===== config.mk =====
export PLATFORM = sky130hd
export DESIGN_NAME = bcd_display_scan
export DESIGN_NICKNAME = d
export VERILOG_FILES = /design/src/rtl/display_pkg.sv /design/src/rtl/bcd_to_7seg.sv /design/src/rtl/bcd_display_scan.sv
export SDC_FILE = /design/constraint.sdc
export NUM_CORES = 1
export LEC_CHECK = 0
export ABC_AREA = 1
export BUFFER_PORTS_ARGS = -buffer_cell sky130_fd_sc_hd__buf_2
export CAP_MARGIN = 30
export CORE_MARGIN = 2
export CORE_UTILIZATION = 35
export DETAILED_ROUTE_END_ITERATION = 10
export GPL_ROUTABILITY_DRIVEN = 0
export MAX_ROUTING_LAYER = met4
export PLACE_DENSITY = 0.54
export SLEW_MARGIN = 5
export SYNTH_ARGS = -nofsm -noshare
export SYNTH_HDL_FRONTEND = slang
export SYNTH_SLANG_ARGS = --single-unit

===== constraint.sdc =====
create_clock -name clock -period 2.48 [get_ports clock]
set_input_delay 0 -clock clock [delete_from_list [all_inputs] [get_ports clock]]
set_output_delay 0 -clock clock [all_outputs]
set_load 0.01 [all_outputs]

===== src/rtl/display_pkg.sv =====
// Shared constants for the multiplexed seven-segment display path.
// Segment patterns are active-high, ordered {g,f,e,d,c,b,a}.
package display_pkg;

    localparam int unsigned N_DIGITS = 5;

    localparam logic [6:0] SEG_0    = 7'b0111111;
    localparam logic [6:0] SEG_1    = 7'b0000110;
    localparam logic [6:0] SEG_2    = 7'b1011011;
    localparam logic [6:0] SEG_3    = 7'b1001111;
    localparam logic [6:0] SEG_4    = 7'b1100110;
    localparam logic [6:0] SEG_5    = 7'b1101101;
    localparam logic [6:0] SEG_6    = 7'b1111101;
    localparam logic [6:0] SEG_7    = 7'b0000111;
    localparam logic [6:0] SEG_8    = 7'b1111111;
    localparam logic [6:0] SEG_9    = 7'b1101111;
    localparam logic [6:0] SEG_DASH = 7'b1000000;
    localparam logic [6:0] SEG_OFF  = 7'b0000000;

    typedef enum logic {
        S_GUARD = 1'b0,
        S_ON    = 1'b1
    } state_t;

endpackage


===== src/rtl/bcd_to_7seg.sv =====
// Combinational BCD nibble to active-high seven-segment decoder.
// Non-BCD nibbles (A-F) render as a dash.
module bcd_to_7seg
    import display_pkg::*;
(
    input  logic [3:0] nibble,
    output logic [6:0] segs
);

    always_comb begin
        segs = SEG_DASH;
        case (nibble)
            4'd0:    segs = SEG_0;
            4'd1:    segs = SEG_1;
            4'd2:    segs = SEG_2;
            4'd3:    segs = SEG_3;
            4'd4:    segs = SEG_4;
            4'd5:    segs = SEG_5;
            4'd6:    segs = SEG_6;
            4'd7:    segs = SEG_7;
            4'd8:    segs = SEG_8;
            4'd9:    segs = SEG_9;
            default: segs = SEG_DASH;
        endcase
    end

endmodule


===== src/rtl/bcd_display_scan.sv =====
// Five-digit multiplexed seven-segment scanner with guard interval and
// optional leading-zero blanking; outputs are registered at pin polarity.
module bcd_display_scan
    import display_pkg::*;
#(
    parameter int unsigned REFRESH_DIV = 50000,
    parameter int unsigned GUARD       = 8,
    parameter bit          ACTIVE_LOW  = 1'b1
) (
    input  logic                clock,
    input  logic                reset_n,
    input  logic [19:0]         bcd,
    input  logic                load,
    input  logic                blank_zeros,
    output logic [6:0]          seg,
    output logic [N_DIGITS-1:0] an
);

    localparam int unsigned          CNT_W     = $clog2(REFRESH_DIV);
    localparam logic [CNT_W-1:0]     CNT_LAST  = CNT_W'(REFRESH_DIV - 1);
    localparam logic [CNT_W-1:0]     CNT_GUARD = CNT_W'(GUARD);
    localparam logic [2:0]           IDX_LAST  = 3'(N_DIGITS - 1);
    localparam logic [N_DIGITS-1:0]  AN_ONE    = 1;
    localparam logic [6:0]           SEG_IDLE  = {7{ACTIVE_LOW}};
    localparam logic [N_DIGITS-1:0]  AN_IDLE   = {N_DIGITS{ACTIVE_LOW}};

    logic [19:0]         val_q;
    logic [CNT_W-1:0]    cnt_q, cnt_d;
    logic [2:0]          idx_q, idx_d;
    state_t              state_q, state_d;
    logic [6:0]          seg_q, seg_d;
    logic [N_DIGITS-1:0] an_q, an_d;

    logic [3:0]          nibble;
    logic [6:0]          dec_seg;
    logic [N_DIGITS-1:0] blank;
    logic [6:0]          seg_act;
    logic [N_DIGITS-1:0] an_act;

    // Prescaler, digit index and slot state all advance together, so the
    // state register always agrees with the prescaler value it was derived from.
    always_comb begin
        cnt_d = cnt_q + 1'b1;
        idx_d = idx_q;
        if (cnt_q == CNT_LAST) begin
            cnt_d = '0;
            idx_d = (idx_q == IDX_LAST) ? 3'd0 : idx_q + 3'd1;
        end
        state_d = (cnt_d < CNT_GUARD) ? S_GUARD : S_ON;
    end

    // A digit is blanked when it and every more significant digit is zero.
    always_comb begin
        logic zero_run;
        zero_run = 1'b1;
        blank    = '0;
        for (int k = int'(N_DIGITS) - 1; k >= 1; k--) begin
            zero_run = zero_run & (val_q[4*k +: 4] == 4'd0);
            blank[k] = blank_zeros & zero_run;
        end
    end

    assign nibble = val_q[{idx_q, 2'b00} +: 4];

    bcd_to_7seg u_dec (
        .nibble (nibble),
        .segs   (dec_seg)
    );

    always_comb begin
        seg_act = SEG_OFF;
        an_act  = '0;
        if (state_q == S_ON) begin
            an_act  = AN_ONE << idx_q;
            seg_act = blank[idx_q] ? SEG_OFF : dec_seg;
        end
        seg_d = seg_act ^ SEG_IDLE;
        an_d  = an_act ^ AN_IDLE;
    end

    always_ff @(posedge clock or negedge reset_n) begin
        if (!reset_n) begin
            val_q   <= '0;
            cnt_q   <= '0;
            idx_q   <= '0;
            state_q <= S_GUARD;
            seg_q   <= SEG_IDLE;
            an_q    <= AN_IDLE;
        end else begin
            if (load) begin
                val_q <= bcd;
            end
            cnt_q   <= cnt_d;
            idx_q   <= idx_d;
            state_q <= state_d;
            seg_q   <= seg_d;
            an_q    <= an_d;
        end
    end

    assign seg = seg_q;
    assign an  = an_q;

endmodule


**Yosys cells after proc, flatten, opt, wreduce, memory -nomap -nowiden**

Memories as Yosys holds them, arrays and structs flattened.
Index checks and enable logic that the tools add are counted.

- Add/sub/neg operators: 2
- Order comparisons: 2
- Equal/unequal tests: 2
- Shifts and indexed selects: 2
- Mux-type cells: 8
- Bitwise gates (word level): 9
- Reduce and logical (&&, ||, !) cells: 4

Operators by type and width:

| operator | count |
|---|---|
| $shiftx 20x6->4 | 1 |
| $add 16x1->16 const B | 1 |
| $eq 16x16->1 const B | 1 |
| $logic_not 4->1 | 4 |
| $lt 16x4->1 const B | 1 |
| $mux 16 | 1 |
| $mux 7 | 2 |
| $and 1x1->1 | 7 |
| $not 7->7 | 1 |
| $mux 5 | 1 |
| $not 5->5 | 1 |
| $shl 1x3->5 const A | 1 |
| $lt 3x4->1 const B | 1 |
| $add 3x1->3 const B | 1 |
| $bmux 1 s3 | 1 |
| $eq 3x3->1 const B | 1 |
| $mux 3 | 1 |
| $mux 1 | 2 |

- Register bits after elaboration: 52
- Bits in read-only memories: 112
- Input bits: 24
- Output and inout port bits: 12
- Word-level logic and storage cells: 36
- Memories: 1

Memories:

| name | words | width | rd ports | clocked after Yosys merged registers in | wr ports | RTL line | RTL |
|---|---|---|---|---|---|---|---|
| (no name shown) | 16 | 7 | 1 | 0 | 0 | bcd_to_7seg.sv:12 | `case (nibble)` |

**Longest topological paths before layout**

Gate-level depths: netlist (run 1).

- Depth in word-level cells: 10
- Depth in mapped cells: 13
- Depth with buffers taken out: 13

**Modules after synthesis**

From an unflattened synthesis (run 1), not the netlist that was laid out.

- Cells, all modules: 352
- Area total of the unflattened synthesis: 2,745.1 µm²

By module, submodules not included:

| module | times used | cells each | area an instance (µm²) | sequential area each (µm²) |
|---|---|---|---|---|
| bcd_display_scan | 1 | 316 | 2,552.4 | 1,316.3 |
| bcd_to_7seg | 1 | 36 | 192.7 | 0.0 |

**Least setup slack after synthesis (run 1)**

No wires, ideal clock.

- Kind: reg2reg
- Start point: register idx_q[1]
- End point: register seg_q[3], in the netlist seg[3]
- Setup time: 0.089 ns
- Arrival time: 1.683 ns
- Required time: 2.391 ns
- Path slack: 0.708 ns
- Cell stages (with the launch flop): 13
- Buffers on the path: 0
- Period minus slack after synthesis: 1.772 ns
- Path through: dfrtp_1 -> inv_4 -> nand2_4 -> inv_2 -> nand2_1 -> o21ai_0 -> inv_1 -> ha_1 -> inv_1 -> nor2_2 -> nor2_1 -> nand2_1 -> nand3_1

- Cells in the longest elaborated chain, start to end: 5
- Elaborated cells between the ends (all ways): 7
- Classes of those cells: shift: 1; mux: 4; bitwise: 1; memory: 1

RTL lines:

| element | RTL line | RTL |
|---|---|---|
| from (decl) | bcd_display_scan.sv:29 | `logic [2:0] idx_q, idx_d;` |
| from (signal assigned) | bcd_display_scan.sv:94 | `idx_q <= idx_d;` |
| $shiftx 20x6->4 or $bmux 1 s3 (tied branches) | bcd_display_scan.sv:63, bcd_display_scan.sv:75 |  |
| $mem_v2 16x7 or $mux 1 (tied branches) | n/a |  |
| $mux 7 (*) | bcd_display_scan.sv:75 | `seg_act = blank[idx_q] ? SEG_OFF : dec_seg;` |
| $mux 7 (*) | bcd_display_scan.sv:73 | `if (state_q == S_ON) begin` |
| $not 7->7 (no line) (*) | n/a |  |
| net seg_d[3] | bcd_display_scan.sv:31 | `logic [6:0] seg_q, seg_d;` |
| to (signal assigned) | bcd_display_scan.sv:96 | `seg_q <= seg_d;` |
| to (decl) | bcd_display_scan.sv:31 |  |

Mark *: on every way through the listed nets, which the timed path passes. The rest lies on a longest branch. The select of a mux whose other input is x is not followed.
A chain may end at the register's enable or synchronous reset.

**Worst setup path in the final report (run 1)**

Ends and elaborated chain as after synthesis.

==> results_dict.tcl, run 1 <==
set metrics [dict create \
    use_met2_pct 22.0 \
    area_growth_pct 21.0 \
    nNetsFinal 439 \
    die_h_um 94.0 \
    cts_tree "yes" \
    synth_nets 378 \
    first_pass_iters 4 \
    num_rows 32 \
    initial_core_util_pct 36.5 \
    cellLeakagePower_uw 0.00172 \
    p_comb_share_pct 13.1 \
    ff_latch_area_sq_mm 0.00132 \
    rsz0062_at_grt "no" \
    synth_compound_area_share_pct 6.27 \
    wirelength_um 5710 \
    grt_pass1_vias 2144 \
    cts_setup_buffers 0 \
    multi_input_area_sq_mm 0.00128 \
    worst_ep_required_time_ns 2.71 \
    cp_max_fo 9 \
    final_cell_area_sq_mm 0.00343 \
    grt.total_usage_pct 14.7 \
    p_seq_share_pct 56.9 \
    fin_ws_ns 0.445 \
    setup_viol 0 \
    yosys.area.top_type_share_pct 35.3 \
    design.die.area_sq_mm 0.00883 \
    fill_cells 798 \
    vias 2246 \
    yosys.area_share.xor_xnor_pct 0.309 \
    use_met1_pct 20.6 \
    endpoint_kind "flip-flop" \
    ir_drop_mv 0.260 \
    clk_pin_slew_ns 0.10 \
    p_total_uw 1640 \
    grt_pass1_wl_um 10000 \
    hold_path.class "in -> async" \
    core-area_sq_mm 0.00777 \
    netlist_instances 343 \
    power-per-cell-area_mw_per_mm2 478 \
    relSlewSlack_pct 67.3 \
    clkPwrFrac_pct 30.0 \
    cts_num_sinks 52 \
    swShare_pct 25.9 \
    dp_slack_ns 0.466 \
    slew_viol_final 0 \
    ys_types 32 \
    max_slew.worst_pin.slew_ns 0.491 \
    chipWidth_um 94.0 \
    clockRootBuffer "clkbuf_8" \
    grt_start_max_net_pins 32 \
    yosys.area_share.simple_pct 30.1 \
    min_period_over_period_pct 82.1 \
    dr.first_iter.drc_count 115 \
    clk_path_buf_depth 2 \
    grt_use_met3_pct 2.65 \
    hpwlAfterDp_um 4360 \
    cts_buffers 5 \
    route.detailed.drc 0 \
    ys_seq_area_share_pct 46.5 \
    synth.area.top_cells "dfrtp_1 35%, nand2_1 11%, dfstp_2 11%" \
    synth_area_per_cell_sq_um 8.26 \
    drive_gt1_share_pct 25.4 \
    finalHoldViolations 0 \
    arrival_ns 2.27 \
    status "completed" \
    synthAdderAreaFrac_pct 4.86 \
    port_buffers 35 \
    finalSetupTns_ns 0 \
    whs_ns 0.101 \
    path_class "reg -> reg" \
    avgRoutedWirePerCell_um 11.3 \
    internal_power_uw 1210 \
    ys_ff_latch 52 \
    start_kind "flip-flop" \
    clk-insertion-delay-late_ns 0.31 \
    antenna_found_initial 0 \
    ant_nets 0 \
    drv_cap 0 \
    htree_levels 2 \
    synth_top_family_by_area "simple AND/OR/NAND/NOR gates" \
    pin_count 36 \
    p_switching_uw 425 \
    yosysWarningCount 0 \
    synthMuxAreaShare_pct 3.58 \
    finClkSkew_ns 0.0116 \
    period_minus_slack_ns 2.03 \
    fmax_ghz 0.491 \
    dpl_cell_area_sq_mm 0.00313 \
    overflow 0 \
    diodes 0 \
    vias_per_cell 4.43 \
    synth_largest_area_cell "dfrtp_1" \
    busiest_layer "met2" \
    synth_area_sq_mm 0.00283 \
]
synth_stat cells, drive strengths merged:
cell type and instances:
a21oi 3, buf 3, clkbuf 2, dfrtp 40, dfstp 12, ha 11, inv 55, mux2 9
nand2 98, nand3 36, nand3b 1, nand4 6, nor2 34, nor3 1, nor3b 1, nor4 1
o211ai 2, o21ai 24, o22ai 2, or2 1, xor2 1
worst max-delay path, cell delays in order (launching register included):
cell     delay, ns
dfrtp_1       0.55
inv_4         0.12
nand2_4       0.09
o22ai_1       0.07
a21oi_1       0.16
nand2_1       0.06
o21ai_0       0.15
inv_1         0.14
ha_1          0.30
inv_1         0.04
nor2_2        0.10
nor2_1        0.04
nand2_1       0.07
nand3_1       0.08
routing by layer:
layer	part of all wire, %	up-vias
met4	1.2	0
met1	51	1002
met5	0	-
li1	-	1207
met3	3.3	5
met2	44	32
sequential cells by signal, summed over array words and instances, names as in the netlist:
| name | flops |
|---|---|
| val_q | 20 |
| cnt_q | 16 |
| seg | 7 |
| an | 5 |
| idx_q | 3 |
| state_q | 1 |
layout by cell type, fill, tap and decap left out, types with 9 or more instances in the layout:
cell type	count
dfstp_2	12
nor2_1	25
nand2_2	9
dfrtp_1	40
mux2_2	9
o21ai_0	16
inv_1	46
nand2_1	86
dlygate4sd3_1	21
ha_1	11
buf_2	35
nand3_1	32
path summary, 6_finish.rpt:
kind / from / endpoint / slack [ns] / cells past startpoint
setup / recovery: idx_q[1]$_DFFE_PN0N_ / seg[3]$_DFF_PN1_ / 0.45 / 13
hold / removal: reset_n / cnt_q[7]$_DFF_PN0_ / 0.10 / 2
setup reg to reg: idx_q[1]$_DFFE_PN0N_ / seg[3]$_DFF_PN1_ / 0.45 / 13
hold reg to reg: state_q$_DFF_PN0_ / an[3]$_DFF_PN1_ / 0.46 / 1
max in group asynchronous: reset_n / val_q[11]$_DFFE_PN0P_ / 1.78 / 3
min in group clock: load / val_q[12]$_DFFE_PN0P_ / 0.16 / 3
power groups by stage:
stage	logic [uW]	clock network [uW]	registers, uW
after floorplan	108	0	954
after global placement	191	0	949
after detailed placement	195	0	949
after CTS	219	511	933
after global routing	245	544	939
final	214	491	932
layout make-up:
type                    instances  area share, %
well taps                     102           3.72
flip-flops and latches         52           38.4
inverters                      55           6.10
repair buffers                 59           11.9
clock buffers                   6           2.12
multi-input cells             231           37.3
clock inverters                 2          0.438
cells by family (layout without fill, tap and decap cells):
group | Yosys count | after routing
simple gates | 179 | 179
xor+xnor | 1 | 1
fa+ha+maj | 11 | 11
mux | 9 | 9
compound gates | 31 | 31
flops | 52 | 52
buf+inv | 60 | 122
what timing repair did:
action	4_1_cts	5_1_grt
endpoints found under the hold margin	60	0
setup endpoints to repair	0	0
resized for setup	0	0
hold buffers	21	0
per-stage QoR:
step | instances | util, %
after floorplan | 343 | -
after global placement | 478 | 40.3
after detailed placement | 478 | 40.3
after CTS | 507 | 44.1
after global routing | 507 | 44.1
final | 507 | 44.1
Note: power is estimated with default switching activity, not from simulation.
==> run 2, diff against run 1 <==
Clock period 2.48 ns to 1.9 ns, I/O delays scaled along.
==> results_dict.tcl, run 2 (synthesis gave the netlist of run 1 again) <==
set metrics [dict create \
    relSlewSlack_pct 55.9 \
    r2r-start "idx_q[0]$_DFFE_PN0N_" \
    power-per-cell-area_mw_per_mm2 619 \
    arrival_ns 1.96 \
    ant_nets 0 \
    route.detailed.drc 0 \
    grt_pass1_vias 2289 \
    cts_buffers 5 \
    finClkSkew_ns 0.0123 \
    worst_ep_required_time_ns 2.14 \
    grt_pass1_wl_um 10600 \
    ir_drop_mv 0.279 \
    r2r_slack_ns 0.17 \
    finalHoldViolations 0 \
    area_growth_pct 22.9 \
    start_kind "flip-flop" \
    whs_ns 0.147 \
    clk_path_buf_depth 2 \
    largest_register_ffs 20 \
    layout_common_cells "86 x nand2_1, 46 x inv_1, 38 x dfrtp_1" \
    grt_start_max_net_pins 53 \
    final_common_cell "nand2_1" \
    final_cells 512 \
    initial_core_util_pct 36.5 \
    port_buffers 35 \
    path_class "reg -> reg" \
    design.die.area_sq_mm 0.00883 \
    dr.first_iter.drc_count 111 \
    fin_ws_ns 0.173 \
    max_slew.worst_pin.slew_ns 0.662 \
    critPathLaunch "idx_q[0]$_DFFE_PN0N_" \
    num_rows 32 \
    cp-endpoint "seg[3]$_DFF_PN1_" \
    fmax_ghz 0.579 \
    period_minus_slack_ns 1.73 \
    slew_viol_final 0 \
    vias 2331 \
    status "completed" \
    clk-insertion-delay-late_ns 0.31 \
    die_h_um 94.0 \
    hpwlAfterDp_um 4390 \
    hold_path.class "in -> reg" \
    vias_per_cell 4.55 \
    core-area_sq_mm 0.00777 \
    clk_pin_slew_ns 0.10 \
    avgRoutedWirePerCell_um 11.5 \
    nNetsFinal 444 \
    r2r_end "seg[3]$_DFF_PN1_" \
    antenna_found_initial 0 \
    diodes 0 \
    cellLeakagePower_uw 0.00174 \
    min_period_over_period_pct 90.9 \
    wirelength_um 5910 \
    dp_slack_ns 0.0541 \
    chipWidth_um 94.0 \
    first_pass_iters 4 \
    rsz0062_at_grt "no" \
    overflow 0 \
    clockRootBuffer "clkbuf_8" \
    cts_tree "yes" \
    drv_cap 0 \
    cts_num_sinks 52 \
    dp_cells 482 \
    finalSetupTns_ns 0 \
    drive_gt1_share_pct 27.1 \
    grt.total_usage_pct 15.6 \
    endpoint_kind "flip-flop" \
    cp_max_fo 10 \
    htree_levels 2 \
    pin_count 36 \
    reg2regPathDepth 12 \
    largest-register "val_q" \
    final_util_pct 44.8 \
    setup_viol 0 \
]
-- run 2: worst max-delay path: stages (launching register included) --
cell	delay, ns
dfrtp_2	0.46
inv_6	0.11
a21oi_1	0.07
a21oi_1	0.16
nand2_1	0.09
o21ai_2	0.08
inv_1	0.09
ha_1	0.28
inv_1	0.04
nor2_2	0.10
nor2_1	0.04
nand2_1	0.06
nand3_1	0.07
-- run 2: how the worst min path moves through the flow --
stage | startpoint | to | slack (ns) | cells past startpoint
2_1_floorplan | reset_n | cnt_q[0]$_DFF_PN0_ | -0.30 | 0
3_3_place_gp | reset_n | cnt_q[4]$_DFF_PN0_ | 0.17 | 2
3_5_place_dp | reset_n | cnt_q[4]$_DFF_PN0_ | 0.16 | 2
4_1_cts | load | val_q[12]$_DFFE_PN0P_ | 0.15 | 3
5_1_grt | load | val_q[15]$_DFFE_PN0P_ | 0.20 | 3
6_report | load | val_q[12]$_DFFE_PN0P_ | 0.15 | 3
-- run 2: report_power, final --
group	leakage (uW)	switching [uW]	internal, uW
Clock	0.0000414	382	263
Sequential	0.000621	30.3	1190
Combinational	0.00108	152	139
Total	0.00174	565	1590
-- run 2: cell type report --
type                       count  area (sq um)
clock buffer                   6          72.6
clock inverter                 2          16.3
fill                         819          4290
inverter                      55           214
multi-input combinational    231          1280
sequential                    52          1320
tap                          102           128
timing repair buffer          64           449
-- run 2: through the flow --
step	total power [uW]	instance area, sq um
2_1_floorplan	1390	2830
3_3_place_gp	1490	3160
3_5_place_dp	1500	3160
4_1_cts	2180	3460
5_1_grt	2280	3480
6_report	2150	3480
-- run 2: metal layers --
layer	track usage [%]	part of all wire, %
met5	-	0
met4	4.47	1.0
met3	2.73	3.2
met2	23.4	44
met1	21.7	52
-- run 2: what timing repair did --
item / 4_1_cts / 5_1_grt
setup buffers: 0 / 1
endpoints found under the setup margin: 0 / 4
gates resized for setup: 0 / 7
hold buffers: 21 / 0
endpoints found under the hold margin: 60 / 0
==> run 3, diff against run 2 <==
==> constraint.sdc (replaced) <==
create_clock -name clock -period 1.9 [get_ports clock]
set_input_delay 0.38 -clock clock [delete_from_list [all_inputs] [get_ports clock]]
set_output_delay 0.38 -clock clock [all_outputs]
set_load 0.01 [all_outputs]
==> results_dict.tcl, run 3 (synthesis gave the netlist of run 1 again) <==
set metrics [dict create \
    antenna_found_initial 0 \
    clk_path_buf_depth 2 \
    clockRootBuffer "clkbuf_8" \
    dp_cells 483 \
    port_buffers 35 \
    overflow 0 \
    critPathMaxStageDelay_ns 0.45 \
    cp_num_cells 12 \
    fin_ws_ns 0.161 \
    worst_ep_required_time_ns 2.13 \
    status "completed" \
    hpwlAfterDp_um 4410 \
    num_rows 32 \
    wirelength_um 5630 \
    clk_pin_slew_ns 0.10 \
    critPathSlowestCell "dfrtp_2" \
    core-area_sq_mm 0.00777 \
    cts_tree "yes" \
    cp-endpoint "seg[0]$_DFF_PN1_" \
    slew_viol_final 0 \
    dr.first_iter.drc_count 85 \
    final_common_cell "nand2_1" \
    power-per-cell-area_mw_per_mm2 638 \
    max_slew.worst_pin.slew_ns 0.487 \
    arrival_ns 1.97 \
    finClkSkew_ns 0.0122 \
    start_kind "flip-flop" \
    cts_num_sinks 52 \
    hold_path.class "in -> async" \
    initial_core_util_pct 36.5 \
    grt_pass1_wl_um 9790 \
    ir_drop_mv 0.321 \
    grt_pass1_vias 2122 \
    avgRoutedWirePerCell_um 11.3 \
    critPathLaunch "idx_q[1]$_DFFE_PN0N_" \
    period_minus_slack_ns 1.74 \
    cp_max_fo 6 \
    first_pass_iters 4 \
    final_cells 499 \
    largest_register_ffs 20 \
    fill_cells 804 \
    diodes 0 \
    ant_nets 0 \
    area_growth_pct 18.1 \
    relSlewSlack_pct 67.6 \
    path_class "reg -> reg" \
    path_buf_inv 5 \
    dp_slack_ns 0.111 \
    grt_start_max_net_pins 32 \
    pin_count 36 \
    finalHoldViolations 0 \
    clk-insertion-delay-late_ns 0.31 \
    r2r_end "seg[0]$_DFF_PN1_" \
    layout_common_cells "86 x nand2_1, 45 x inv_1, 38 x dfrtp_1" \
    min_period_over_period_pct 91.5 \
    r2r-start "idx_q[1]$_DFFE_PN0N_" \
    drive_gt1_share_pct 30.5 \
    endpoint_kind "flip-flop" \
    grt.total_usage_pct 14.3 \
    cts_buffers 5 \
    design.die.area_sq_mm 0.00883 \
    r2r_slack_ns 0.16 \
    route.detailed.drc 0 \
    whs_ns 0.00815 \
    cellLeakagePower_uw 0.00170 \
    largest-register "val_q" \
    drv_cap 0 \
    reg2regPathDepth 12 \
    multi_input_area_sq_mm 0.00128 \
    vias 2252 \
    final_util_pct 43.1 \
    die_h_um 94.0 \
    setup_viol 0 \
    path_cells "clkinv_4, buf_4, nand3_2, nand2_1, o21ai_2, inv_2, buf_4, ha_1, inv_1, nand2_1, o211ai_1, nand3_1" \
    fmax_ghz 0.575 \
    chipWidth_um 94.0 \
    htree_levels 2 \
    critPathTopFamily "buffers and inverters" \
    nNetsFinal 431 \
    ff_latch_area_sq_mm 0.00132 \
    vias_per_cell 4.51 \
]
-- run 3: cell count changes in the layout (fill, tap and decap cells not counted), sizes merged --
cell,change
clkinv,+2
buf,+8
clkbuf,-1
dlygate4sd3,-21
clkinvlp,-1
-- run 3: worst min-delay path by stage --
stage | startpoint | slack (ns) | end
global route | reset_n | 0.03 | cnt_q[7]$_DFF_PN0_
finish | reset_n | 0.008 | cnt_q[5]$_DFF_PN0_
CTS | reset_n | 0.02 | cnt_q[5]$_DFF_PN0_
floorplan | reset_n | 0.08 | cnt_q[0]$_DFF_PN0_
detailed placement | reset_n | 0.36 | cnt_q[4]$_DFF_PN0_
global placement | reset_n | 0.35 | cnt_q[4]$_DFF_PN0_
-- run 3: final cells by class --
cell class / instances / area share (%)
Clock inverter: 3 / 0.673
Inverter: 55 / 6.39
Timing Repair Buffer: 51 / 9.31
Multi-Input combinational cell: 231 / 38.3
Tap cell: 102 / 3.81
Clock buffer: 5 / 2.06
Sequential cell: 52 / 39.4
-- run 3: routing by layer --
layer / part of all wire [%] / up-vias / routed length, um / global-route usage (%)
met5: 0 / - / 0 / -
met2: 44 / 40 / 2460 / 20.6
li1: - / 1194 / - / -
met1: 52 / 1013 / 2910 / 20.7
met3: 3.4 / 5 / 194 / 2.01
met4: 1.2 / 0 / 67 / 4.59
-- run 3: power by group --
group	internal, uW	leakage [uW]	switching (uW)
sequential	1190	0.000621	31.6
combinational	121	0.00103	151
clock	265	0.0000485	378
total	1570	0.00170	561
-- run 3: timing repair --
item / in CTS / in global routing
gates resized for setup: 0 / 8
setup endpoints to repair: 0 / 4
hold buffers: 0 / 0
setup buffers: 0 / 8
-- run 3: stage by stage --
stage / area [sq um] / TNS [ns] / power [uW]
3_3_place_gp: 3180 / 0 / 1500
5_1_grt: 3350 / -0.00200 / 2250
6_report: 3350 / 0 / 2130
2_1_floorplan: 2830 / 0 / 1390
3_5_place_dp: 3180 / 0 / 1510
4_1_cts: 3270 / 0 / 2150
-- run 3: worst reg2reg max path, stage by stage (launching register included) --
cell and delay (ns):
dfrtp_2 0.45, clkinv_4 0.10, buf_4 0.15, nand3_2 0.06
nand2_1 0.07, o21ai_2 0.18, inv_2 0.07, buf_4 0.14
ha_1 0.17, inv_1 0.05, nand2_1 0.06, o211ai_1 0.08
nand3_1 0.09
